<file path="src/rtl/rx_data_indication.sv">
// MII receive data indication: strips preamble/SFD, assembles nibble pairs (low first)
// into octets, and reports frame validity, octet count and end-of-frame status.
module rx_data_indication #(
    parameter int MIN_PREAMBLE    = 1,
    parameter int MAX_FRAME_BYTES = 1522
) (
    input  logic        clk,
    input  logic        reset_L,
    input  logic        rx_dv,
    input  logic [3:0]  rxd,
    input  logic        rx_er,
    output logic [7:0]  pls_data_indication,
    output logic        pls_data_ind_valid,
    output logic        pls_data_valid_indication,
    output logic        frame_end,
    output logic        frame_error,
    output logic [15:0] byte_count
);

    localparam logic [3:0]  PRE_NIB   = 4'h5;
    localparam logic [3:0]  SFD_NIB   = 4'hD;
    localparam logic [3:0]  MIN_PRE_C = 4'(MIN_PREAMBLE);
    localparam logic [15:0] MAX_BYTES = 16'(MAX_FRAME_BYTES);

    typedef enum logic [2:0] {
        S_IDLE,
        S_PREAMBLE,
        S_LOW_NIB,
        S_HIGH_NIB,
        S_DROP
    } state_t;

    state_t      r_state;
    logic [3:0]  r_pre_cnt;
    logic [3:0]  r_low_nib;
    logic        r_err;
    logic [7:0]  r_data;
    logic        r_data_vld;
    logic        r_valid_ind;
    logic        r_frame_end;
    logic        r_frame_error;
    logic [15:0] r_byte_count;

    always_ff @(posedge clk) begin
        if (!reset_L) begin
            r_state       <= S_IDLE;
            r_pre_cnt     <= 4'd0;
            r_low_nib     <= 4'd0;
            r_err         <= 1'b0;
            r_data        <= 8'd0;
            r_data_vld    <= 1'b0;
            r_valid_ind   <= 1'b0;
            r_frame_end   <= 1'b0;
            r_frame_error <= 1'b0;
            r_byte_count  <= 16'd0;
        end else begin
            r_data_vld    <= 1'b0;
            r_frame_end   <= 1'b0;
            r_frame_error <= 1'b0;
            case (r_state)
                S_IDLE: begin
                    if (rx_dv) begin
                        if (rxd == PRE_NIB) begin
                            r_state   <= S_PREAMBLE;
                            r_pre_cnt <= 4'd1;
                        end else begin
                            r_state <= S_DROP;
                        end
                    end
                end
                S_PREAMBLE: begin
                    if (!rx_dv) begin
                        r_state <= S_IDLE;
                    end else if (rxd == PRE_NIB) begin
                        if (r_pre_cnt != 4'hF) r_pre_cnt <= r_pre_cnt + 4'd1;
                    end else if (rxd == SFD_NIB && r_pre_cnt >= MIN_PRE_C) begin
                        r_state      <= S_LOW_NIB;
                        r_valid_ind  <= 1'b1;
                        r_byte_count <= 16'd0;
                        r_err        <= 1'b0;
                    end else begin
                        r_state <= S_DROP;
                    end
                end
                S_LOW_NIB: begin
                    if (rx_dv) begin
                        r_low_nib <= rxd;
                        r_state   <= S_HIGH_NIB;
                        if (rx_er) r_err <= 1'b1;
                    end else begin
                        r_state       <= S_IDLE;
                        r_frame_end   <= 1'b1;
                        r_frame_error <= r_err;
                        r_valid_ind   <= 1'b0;
                    end
                end
                S_HIGH_NIB: begin
                    if (rx_dv) begin
                        r_state <= S_LOW_NIB;
                        // Octets past the frame limit are discarded but still mark the frame bad.
                        if (r_byte_count < MAX_BYTES) begin
                            r_data       <= {rxd, r_low_nib};
                            r_data_vld   <= 1'b1;
                            r_byte_count <= r_byte_count + 16'd1;
                        end
                        if (rx_er || r_byte_count >= MAX_BYTES) r_err <= 1'b1;
                    end else begin
                        // Odd nibble count: the pending low nibble is dropped.
                        r_state       <= S_IDLE;
                        r_frame_end   <= 1'b1;
                        r_frame_error <= 1'b1;
                        r_valid_ind   <= 1'b0;
                    end
                end
                S_DROP: begin
                    if (!rx_dv) r_state <= S_IDLE;
                end
                default: r_state <= S_IDLE;
            endcase
        end
    end

    assign pls_data_indication       = r_data;
    assign pls_data_ind_valid        = r_data_vld;
    assign pls_data_valid_indication = r_valid_ind;
    assign frame_end                 = r_frame_end;
    assign frame_error               = r_frame_error;
    assign byte_count                = r_byte_count;

endmodule

</file>
<file path="config.mk">
export PLATFORM = sky130hd
export DESIGN_NAME = rx_data_indication
export DESIGN_NICKNAME = d
export VERILOG_FILES = /design/src/rtl/rx_data_indication.sv
export SDC_FILE = /design/constraint.sdc
export NUM_CORES = 1
export LEC_CHECK = 0
export CAP_MARGIN = 20
export CORE_ASPECT_RATIO = 0.6
export CORE_UTILIZATION = 51
export DETAILED_ROUTE_END_ITERATION = 16
export PLACE_DENSITY = 0.79
export SYNTH_ARGS = -nofsm -noshare
export SYNTH_HDL_FRONTEND = slang
export SYNTH_SLANG_ARGS = --single-unit
</file>
<file path="constraint.sdc">
create_clock -name clk -period 2.19 [get_ports clk]
set_input_delay 0.219 -clock clk [delete_from_list [all_inputs] [get_ports clk]]
set_output_delay 0.219 -clock clk [all_outputs]
set_load 0.01 [all_outputs]
</file>
==> results of run 1 <==
==> synth_stat cells (4+ instances only) <==
cell type / number
dfxtp_1: 40
inv_1: 6
nand4_1: 6
or3_1: 7
o21ai_0: 11
nor2_1: 25
nand2_1: 19
nor3_1: 12
nand3_1: 6
nand4b_1: 4
ha_1: 5
mux2i_1: 12
a21oi_1: 16
nor2b_1: 4
o21a_1: 4
==> sequential cells by signal, indices dropped and copies added (netlist names) <==
| signal | cells |
|---|---|
| frame_error | 1 |
| r_state | 3 |
| byte_count | 16 |
| frame_end | 1 |
| r_err | 1 |
| pls_data_indication | 8 |
| r_pre_cnt | 4 |
| r_low_nib | 4 |
| pls_data_valid_indication | 1 |
| pls_data_ind_valid | 1 |
==> metal layers <==
metal,share of wire,vias to the layer above,track usage
met3,0.068,4,0.0679
met4,0.0035,0,0.0364
met1,0.55,760,0.399
met5,0,-,0
met2,0.38,53,0.311
li1,-,857,-
==> worst max-delay path, cell delays in order (launching register included) <==
cell and delay, ns:
dfxtp_1 0.38, inv_1 0.08, ha_1 0.18, nor4b_2 0.16, or3b_4 0.41, o221a_4 0.20
or4b_1 0.51, o21ai_0 0.08
==> area by class of cell <==
type	count	area [um^2]
multi-input cells	157	968
flip-flops and latches	40	802
inverters	6	22.5
clock inverters	2	15.0
clock buffers	6	82.6
repair buffers	48	448
fillers	286	948
well taps	45	56.3
==> power by group through the flow <==
stage | sequential (mW) | combinational [mW] | clock [mW]
final | 0.731 | 0.0527 | 0.515
after global routing | 0.732 | 0.0570 | 0.556
after CTS | 0.731 | 0.0521 | 0.526
after detailed placement | 0.748 | 0.0518 | 0
after global placement | 0.748 | 0.0515 | 0
after floorplan | 0.747 | 0.0216 | 0
==> final timing paths <==
path                            depth (start not counted)            end         start
worst max-delay path                                    7  byte_count[2]  r_pre_cnt[1]
worst min-delay path                                    1    frame_error         r_err
worst max register to register                          7  byte_count[2]  r_pre_cnt[1]
worst min register to register                          1    frame_error         r_err
==> logic make-up after synthesis <==
logic type	count (synthesis)	synth area share
and+or+nand+nor	104	0.306
AOI/OAI and AO/OA	36	0.118
DFF	40	0.436
muxes	12	0.0654
buffers and inverters	15	0.0408
adders and majority gates	5	0.0340
==> what timing repair did <==
item | CTS | global route
setup buffers | 0 | 0
gates resized for setup | 0 | 2
hold endpoints to repair | 0 | 0
setup endpoints to repair | 0 | 2
==> key figures, run 1 <==
Drt
  • 1st-iter DRT viols: 166
  • Detailed Route WL: 4240 um
  • DRC Markers: 0
  • Final routed wire length divided by cell count: 13.9 um
  • Drt pass-1 iters: 4
  • Via density: 5.51
  • DR vias: 1674
  • Antenna viol nets, final: 0

Timing
  • Headroom to the max-slew limit: 0.646
  • Clk_skew: 0.0125 ns
  • Final worst setup slack: 0.130 ns
  • Minimum hold slack: 0.483 ns
  • Slew Viols, Final: 0
  • Sum Neg Setup Slack: 0 ns
  • Maximum clock rate: 485 MHz
  • Setup Viol. Count Final: 0
  • Slew @ Worst Pin: 0.531 ns
  • RSZ-0062 raised after global routing: false
  • Min cycle time layout: 2.06 ns
  • Final period utilization: 0.941
  • Final Hold Fails: 0

Clock network
  • Worst-path clk slew: 0.08 ns
  • Clk sinks: 40
  • Clk_lat worst skew: 0.30 ns
  • Number of H-tree levels: 2
  • Clock Path Buffers: 2
  • CTS tree: built
  • Root Buffer: clkbuf_8
  • CTS Buf Count: 5
  • Cts hold-fix bufs: 0

Layout
  • Fin util: 0.716
  • Post-layout nets: 271
  • Final non-filler cell total: 304
  • Area grow syn2layout: 30.3%
  • Most common cell after layout, fill and taps aside: dfxtp_1
  • Design area: 2390 um^2
  • Share of cells above drive strength 1: 0.0965
  • Most frequent cells in the layout: 39 x dfxtp_1, 35 x clkdlybuf4s50_1, 25 x nor2_1
  • Diode count: 0

Place
  • Pre-CTS WS: -0.0226 ns
  • Routability cong.: 0.878
  • Dpl hpwl: 3150 um
  • Port buffer count: 35
  • Area of placed instances: 2290 um^2
  • Placed cells: 296

Power and ir drop
  • Switching power: 0.290 mW
  • VDD IR max: 0.000392 V
  • Leakage: 0.813 nW
  • Switching share of power: 0.224
  • Reg power frac: 0.563
  • Pwr/cell area: 542 nW/um^2
  • Power Internal: 1.01 mW
  • Clock power share: 0.396
  • Final Power: 1.30 mW
  • Combinational Power Share: 0.041

Worst hold path
  • Hold crit path type: reg2reg

Logic synthesis
  • Post-synth ARST share: 0
  • Synth Net Count: 225
  • Synthesized area: 1840 um^2
  • Post-synth EDFFs: 0
  • Cell taking the most area after synthesis: dfxtp_1
  • Post-synth cell types: 38
  • Ys flop type: dfxtp_1
  • #FFs+latches synth: 40
  • Synth warn: 0
  • Top-area cell type share of the netlist area: 0.436
  • Seq/Total Area, Yosys: 0.436
  • Post-synthesis area per instance: 8.67 um^2
  • Syn Inst Count: 212
  • Synth top area cells: dfxtp_1 44%, mux2i_1 6.5%, nor2_1 5.1%

Global route
  • Overflow left after global routing: 0
  • Largest net degree at the start of global routing: 22
  • Global-route wire length before repair: 7220 um
  • GRT Total Usage: 0.243
  • Initial antenna violation count: 0
  • Vias in the first global route: 1481

Setup path
  • Crit end category: flip-flop
  • Worst path required time: 2.42 ns
  • Reg2reg setup slack: 0.13 ns
  • CP arrival: 2.29 ns
  • Maximum fanout along the worst path: 21
  • Crit path kind: reg2reg
  • Crit path launch type: flip-flop

Run status
  • Status: complete, no violations

Floorplanning
  • DIE HEIGHT: 48.5 um
  • Die area: 3860 um^2
  • Starting density of the core: 0.550
  • Cell Rows: 16
  • Die width: 79.5 um
  • Core area: 3340 um^2
  • Count of boundary I/O pins: 36

Flow run
  • Maxcap violations: 0
No activity file was read; power rests on OpenSTA's default activity.
==> run 2, diff against run 1 <==
--- a/config.mk
+++ b/config.mk
@@ -7,6 +7,7 @@
 export LEC_CHECK = 0
 export CAP_MARGIN = 20
 export CORE_ASPECT_RATIO = 0.6
+export CORE_MARGIN = 2
 export CORE_UTILIZATION = 51
 export DETAILED_ROUTE_END_ITERATION = 16
 export PLACE_DENSITY = 0.79
==> key figures, run 2 (synthesis results as in run 1) <==
Run status
  • Status: complete, no violations

Place
  • Routability cong.: 0.879
  • Area of placed instances: 2270 um^2
  • Port buffer count: 35
  • Dpl hpwl: 3130 um

Global route
  • Overflow left after global routing: 0
  • Global-route wire length before repair: 6920 um
  • Initial antenna violation count: 0
  • Largest net degree at the start of global routing: 22
  • GRT Total Usage: 0.222
  • Vias in the first global route: 1455

Layout
  • Max FFs per register: 16
  • Diode count: 0
  • Share of cells above drive strength 1: 0.0856
  • Most common cell after layout, fill and taps aside: dfxtp_1
  • Area grow syn2layout: 29.1%
  • Design area: 2370 um^2
  • Most frequent cells in the layout: 38 x dfxtp_1, 35 x clkdlybuf4s50_1, 25 x nor2_1
  • Post-layout nets: 269

Clock network
  • CTS tree: built
  • Number of H-tree levels: 2
  • # Post-CTS Setup Buffers: 0
  • Clk_lat worst skew: 0.29 ns
  • Cts hold-fix bufs: 0
  • Root Buffer: clkbuf_8
  • Worst-path clk slew: 0.07 ns
  • Clk sinks: 40
  • Clock Path Buffers: 2
  • CTS Buf Count: 5

Timing
  • Slew @ Worst Pin: 0.471 ns
  • Slew Viols, Final: 0
  • Clk_skew: 0.00595 ns
  • Final Hold Fails: 0
  • Headroom to the max-slew limit: 0.686
  • Setup Viol. Count Final: 0
  • Min cycle time layout: 2.06 ns
  • Maximum clock rate: 486 MHz
  • Final period utilization: 0.939
  • RSZ-0062 raised after global routing: false

Drt
  • Drt pass-1 iters: 4
  • DR vias: 1618
  • Detailed Route WL: 4200 um
  • Antenna viol nets, final: 0
  • DRC Markers: 0
  • 1st-iter DRT viols: 155
  • Via density: 5.36
  • Final routed wire length divided by cell count: 13.9 um

Setup path
  • Crit path launch type: flip-flop
  • Crit end category: flip-flop
  • Crit path kind: reg2reg
  • CP arrival: 2.27 ns
  • Maximum fanout along the worst path: 20
  • Worst path required time: 2.41 ns

Floorplanning
  • Starting density of the core: 0.550
  • Count of boundary I/O pins: 36
  • DIE HEIGHT: 50.5 um
  • Cell Rows: 16
  • Core area: 3340 um^2
  • Die width: 81.5 um
  • Die area: 4120 um^2

Power and ir drop
  • Leakage: 0.805 nW
  • Final Power: 1.27 mW
  • Pwr/cell area: 537 nW/um^2
  • VDD IR max: 0.000540 V

Flow run
  • Maxcap violations: 0

Worst hold path
  • Hold crit path type: reg2reg
[run 2: cell count changes in the layout (fill, tap and decap cells not counted)]
cell	delta
buf_4	-2
dfxtp_2	+1
clkinvlp_4	-2
dfxtp_1	-1
clkbuf_1	+2
[run 2: worst max-delay path, stage by stage, from the launching register on]
cell,delay [ns]
dfxtp_2,0.36
inv_1,0.07
ha_1,0.20
nor4b_2,0.16
or3b_4,0.41
o221a_4,0.19
or4b_1,0.52
o21ai_0,0.08
[run 2: layer usage]
metal,vias to the layer above,routed length [um],GRT usage,share of wire
li1,848,-,-,-
met1,713,2290,0.360,0.55
met2,51,1540,0.279,0.37
met3,6,321,0.0612,0.077
met4,0,37,0.0593,0.0088
met5,-,0,0,0
[run 2: path summary, 6_finish.rpt]
kind	endpoint	slack [ns]	depth (start not counted)	startpoint
setup / recovery	byte_count[2]	0.13	7	r_pre_cnt[0]
hold / removal	pls_data_valid_indication	0.49	2	pls_data_valid_indication
hold reg to reg	pls_data_valid_indication	0.49	2	pls_data_valid_indication
setup reg to reg	byte_count[2]	0.13	7	r_pre_cnt[0]
[run 2: timing repair]
action                                  4_1_cts  5_1_grt
endpoints found under the setup margin        0        2
resized for setup                             0        3
endpoints found under the hold margin         0        0
[run 2: area by class of cell]
cell class | count | area (um^2)
Clock buffer | 8 | 90.1
Fill cell | 275 | 970
Inverter | 6 | 22.5
Multi-Input combinational cell | 157 | 968
Sequential cell | 40 | 803
Tap cell | 45 | 56.3
Timing Repair Buffer | 46 | 433
[run 2: report_power, final]
group          switching, mW  leakage [nW]  total (mW)  internal [mW]
sequential           0.00284         0.323       0.731          0.729
combinational         0.0268         0.436      0.0511         0.0243
clock                  0.235        0.0455       0.491          0.257
[run 2: per-stage QoR]
step	worst slack (ns)	hold slack, ns	instances	setup TNS [ns]	util
finish	0.134	0.489	302	0	0.710
CTS	0.103	0.484	302	0	0.707
global route	0.0388	0.516	302	0	0.710
floorplan	0.254	0.366	212	0	-
global placement	-0.00122	0.471	294	-0.00122	0.680
detailed placement	-0.0467	0.469	294	-0.0467	0.680
==> run 3, diff against run 2 <==
--- a/config.mk
+++ b/config.mk
@@ -8,9 +8,9 @@
 export CAP_MARGIN = 20
 export CORE_ASPECT_RATIO = 0.6
 export CORE_MARGIN = 2
-export CORE_UTILIZATION = 51
+export CORE_UTILIZATION = 45
 export DETAILED_ROUTE_END_ITERATION = 16
-export PLACE_DENSITY = 0.79
+export PLACE_DENSITY = 0.71
 export SYNTH_ARGS = -nofsm -noshare
 export SYNTH_HDL_FRONTEND = slang
 export SYNTH_SLANG_ARGS = --single-unit
==> key figures, run 3 (synthesis results as in run 1) <==
Setup path
  • Crit path launch type: flip-flop
  • CP bufs+invs: 1
  • CP Launch Point: r_pre_cnt[1]
  • Critical Path, Cell by Cell: inv_1 -> ha_1 -> nor4b_1 -> or3b_4 -> o221a_4 -> or4b_1 -> o21ai_0
  • CP arrival: 2.30 ns
  • CP max stage delay: 0.52 ns
  • Worst reg2reg path depth: 7
  • Reg2reg setup slack: 0.11 ns
  • Maximum fanout along the worst path: 22
  • Reg-to-reg endpoint: byte_count[2]
  • Worst path required time: 2.41 ns
  • CP max-delay cell: or4b_1
  • Crit path max-delay family: simple AND/OR/NAND/NOR gates
  • Crit path kind: reg2reg
  • Worst r2r src: r_pre_cnt[1]
  • Crit end category: flip-flop

Drt
  • Detailed Route WL: 4560 um
  • Antenna viol nets, final: 0
  • Drt pass-1 iters: 4
  • Via density: 5.61
  • 1st-iter DRT viols: 55
  • DRC Markers: 0
  • Final routed wire length divided by cell count: 14.9 um
  • DR vias: 1721

Timing
  • Slew Viols, Final: 0
  • Maximum clock rate: 481 MHz
  • Setup Viol. Count Final: 0
  • Minimum hold slack: 0.484 ns
  • Final Hold Fails: 0
  • Sum Neg Setup Slack: 0 ns
  • Clk_skew: 0.00710 ns
  • Headroom to the max-slew limit: 0.643
  • Slew @ Worst Pin: 0.536 ns
  • Min cycle time layout: 2.08 ns
  • Final period utilization: 0.950
  • RSZ-0062 raised after global routing: false

Layout
  • Most common cell after layout, fill and taps aside: dfxtp_1
  • Area grow syn2layout: 30.2%
  • Most frequent cells in the layout: 39 x dfxtp_1, 35 x clkdlybuf4s50_1, 25 x nor2_1
  • Share of cells above drive strength 1: 0.0962
  • Max FFs per register: 16
  • Filler cells: 329
  • Post-layout nets: 272
  • Diode count: 0

Power and ir drop
  • Pwr/cell area: 542 nW/um^2
  • Leakage: 0.823 nW
  • VDD IR max: 0.000395 V

Global route
  • Largest net degree at the start of global routing: 23
  • Vias in the first global route: 1543
  • Initial antenna violation count: 0
  • Overflow left after global routing: 0
  • GRT Total Usage: 0.213
  • Global-route wire length before repair: 7380 um

Floorplanning
  • Count of boundary I/O pins: 36
  • Die width: 86.5 um
  • DIE HEIGHT: 53.5 um
  • Starting density of the core: 0.485
  • Cell Rows: 17
  • Core area: 3790 um^2
  • Die area: 4630 um^2

Flow run
  • Maxcap violations: 0

Clock network
  • # resized after CTS: 0
  • # Post-CTS Setup Buffers: 0
  • Number of H-tree levels: 2
  • CTS tree: built
  • Clk sinks: 40
  • Clk_lat worst skew: 0.30 ns
  • Clock Path Buffers: 2
  • Worst-path clk slew: 0.07 ns
  • CTS Buf Count: 5
  • Root Buffer: clkbuf_8
  • Cts hold-fix bufs: 0

Place
  • Routability cong.: 0.818
  • Dpl hpwl: 3260 um
  • Port buffer count: 35

Worst hold path
  • Hold crit path type: reg2reg
  • Hold_sp: r_err
  • Hold path endpoint: frame_error
  • Worst Hold Depth: 1

Run status
  • Status: complete, no violations
==> run 3: power by group <==
| group | leakage (nW) | internal [mW] | total [mW] | switching (mW) |
|---|---|---|---|---|
| Combinational | 0.450 | 0.0277 | 0.0581 | 0.0304 |
| Sequential | 0.323 | 0.728 | 0.730 | 0.00133 |
| Clock | 0.0510 | 0.251 | 0.509 | 0.258 |
| Total | 0.823 | 1.01 | 1.30 | 0.289 |
==> run 3: how the worst max path moves through the flow <==
stage	end	depth (start not counted)
2_1_floorplan	byte_count[9]	8
3_3_place_gp	byte_count[2]	6
3_5_place_dp	byte_count[2]	6
4_1_cts	byte_count[2]	7
5_1_grt	byte_count[4]	8
6_report	byte_count[2]	7
==> run 3: stage by stage <==
| stage | std cells | utilization | power [mW] | area, um^2 | setup slack (ns) |
|---|---|---|---|---|---|
| final | 307 | 0.632 | 1.30 | 2390 | 0.110 |
| after global routing | 307 | 0.632 | 1.33 | 2390 | 0.00425 |
| after CTS | 307 | 0.632 | 1.30 | 2390 | 0.0871 |
| after detailed placement | 299 | 0.607 | 0.804 | 2300 | -0.00700 |
| after global placement | 299 | 0.607 | 0.803 | 2300 | 0.0296 |
| after floorplan | 212 | - | 0.769 | 1840 | 0.254 |
==> run 3: final cells by class <==
class	count	area (um^2)	share of cell area
multi-input combinational	157	962	0.402
sequential	40	802	0.335
timing repair buffer	49	455	0.190
clock buffer	6	82.6	0.0345
tap	47	58.8	0.0246
inverter	6	22.5	0.00941
clock inverter	2	10.0	0.00418
==> run 3: metal layers <==
| metal | part of all wire | routed length, um | GRT usage | vias up |
|---|---|---|---|---|
| met2 | 0.40 | 1810 | 0.300 | 56 |
| li1 | - | - | - | 861 |
| met5 | 0 | 0 | 0 | - |
| met1 | 0.53 | 2400 | 0.312 | 798 |
| met3 | 0.069 | 315 | 0.0577 | 6 |
| met4 | 0.0090 | 41 | 0.0703 | 0 |
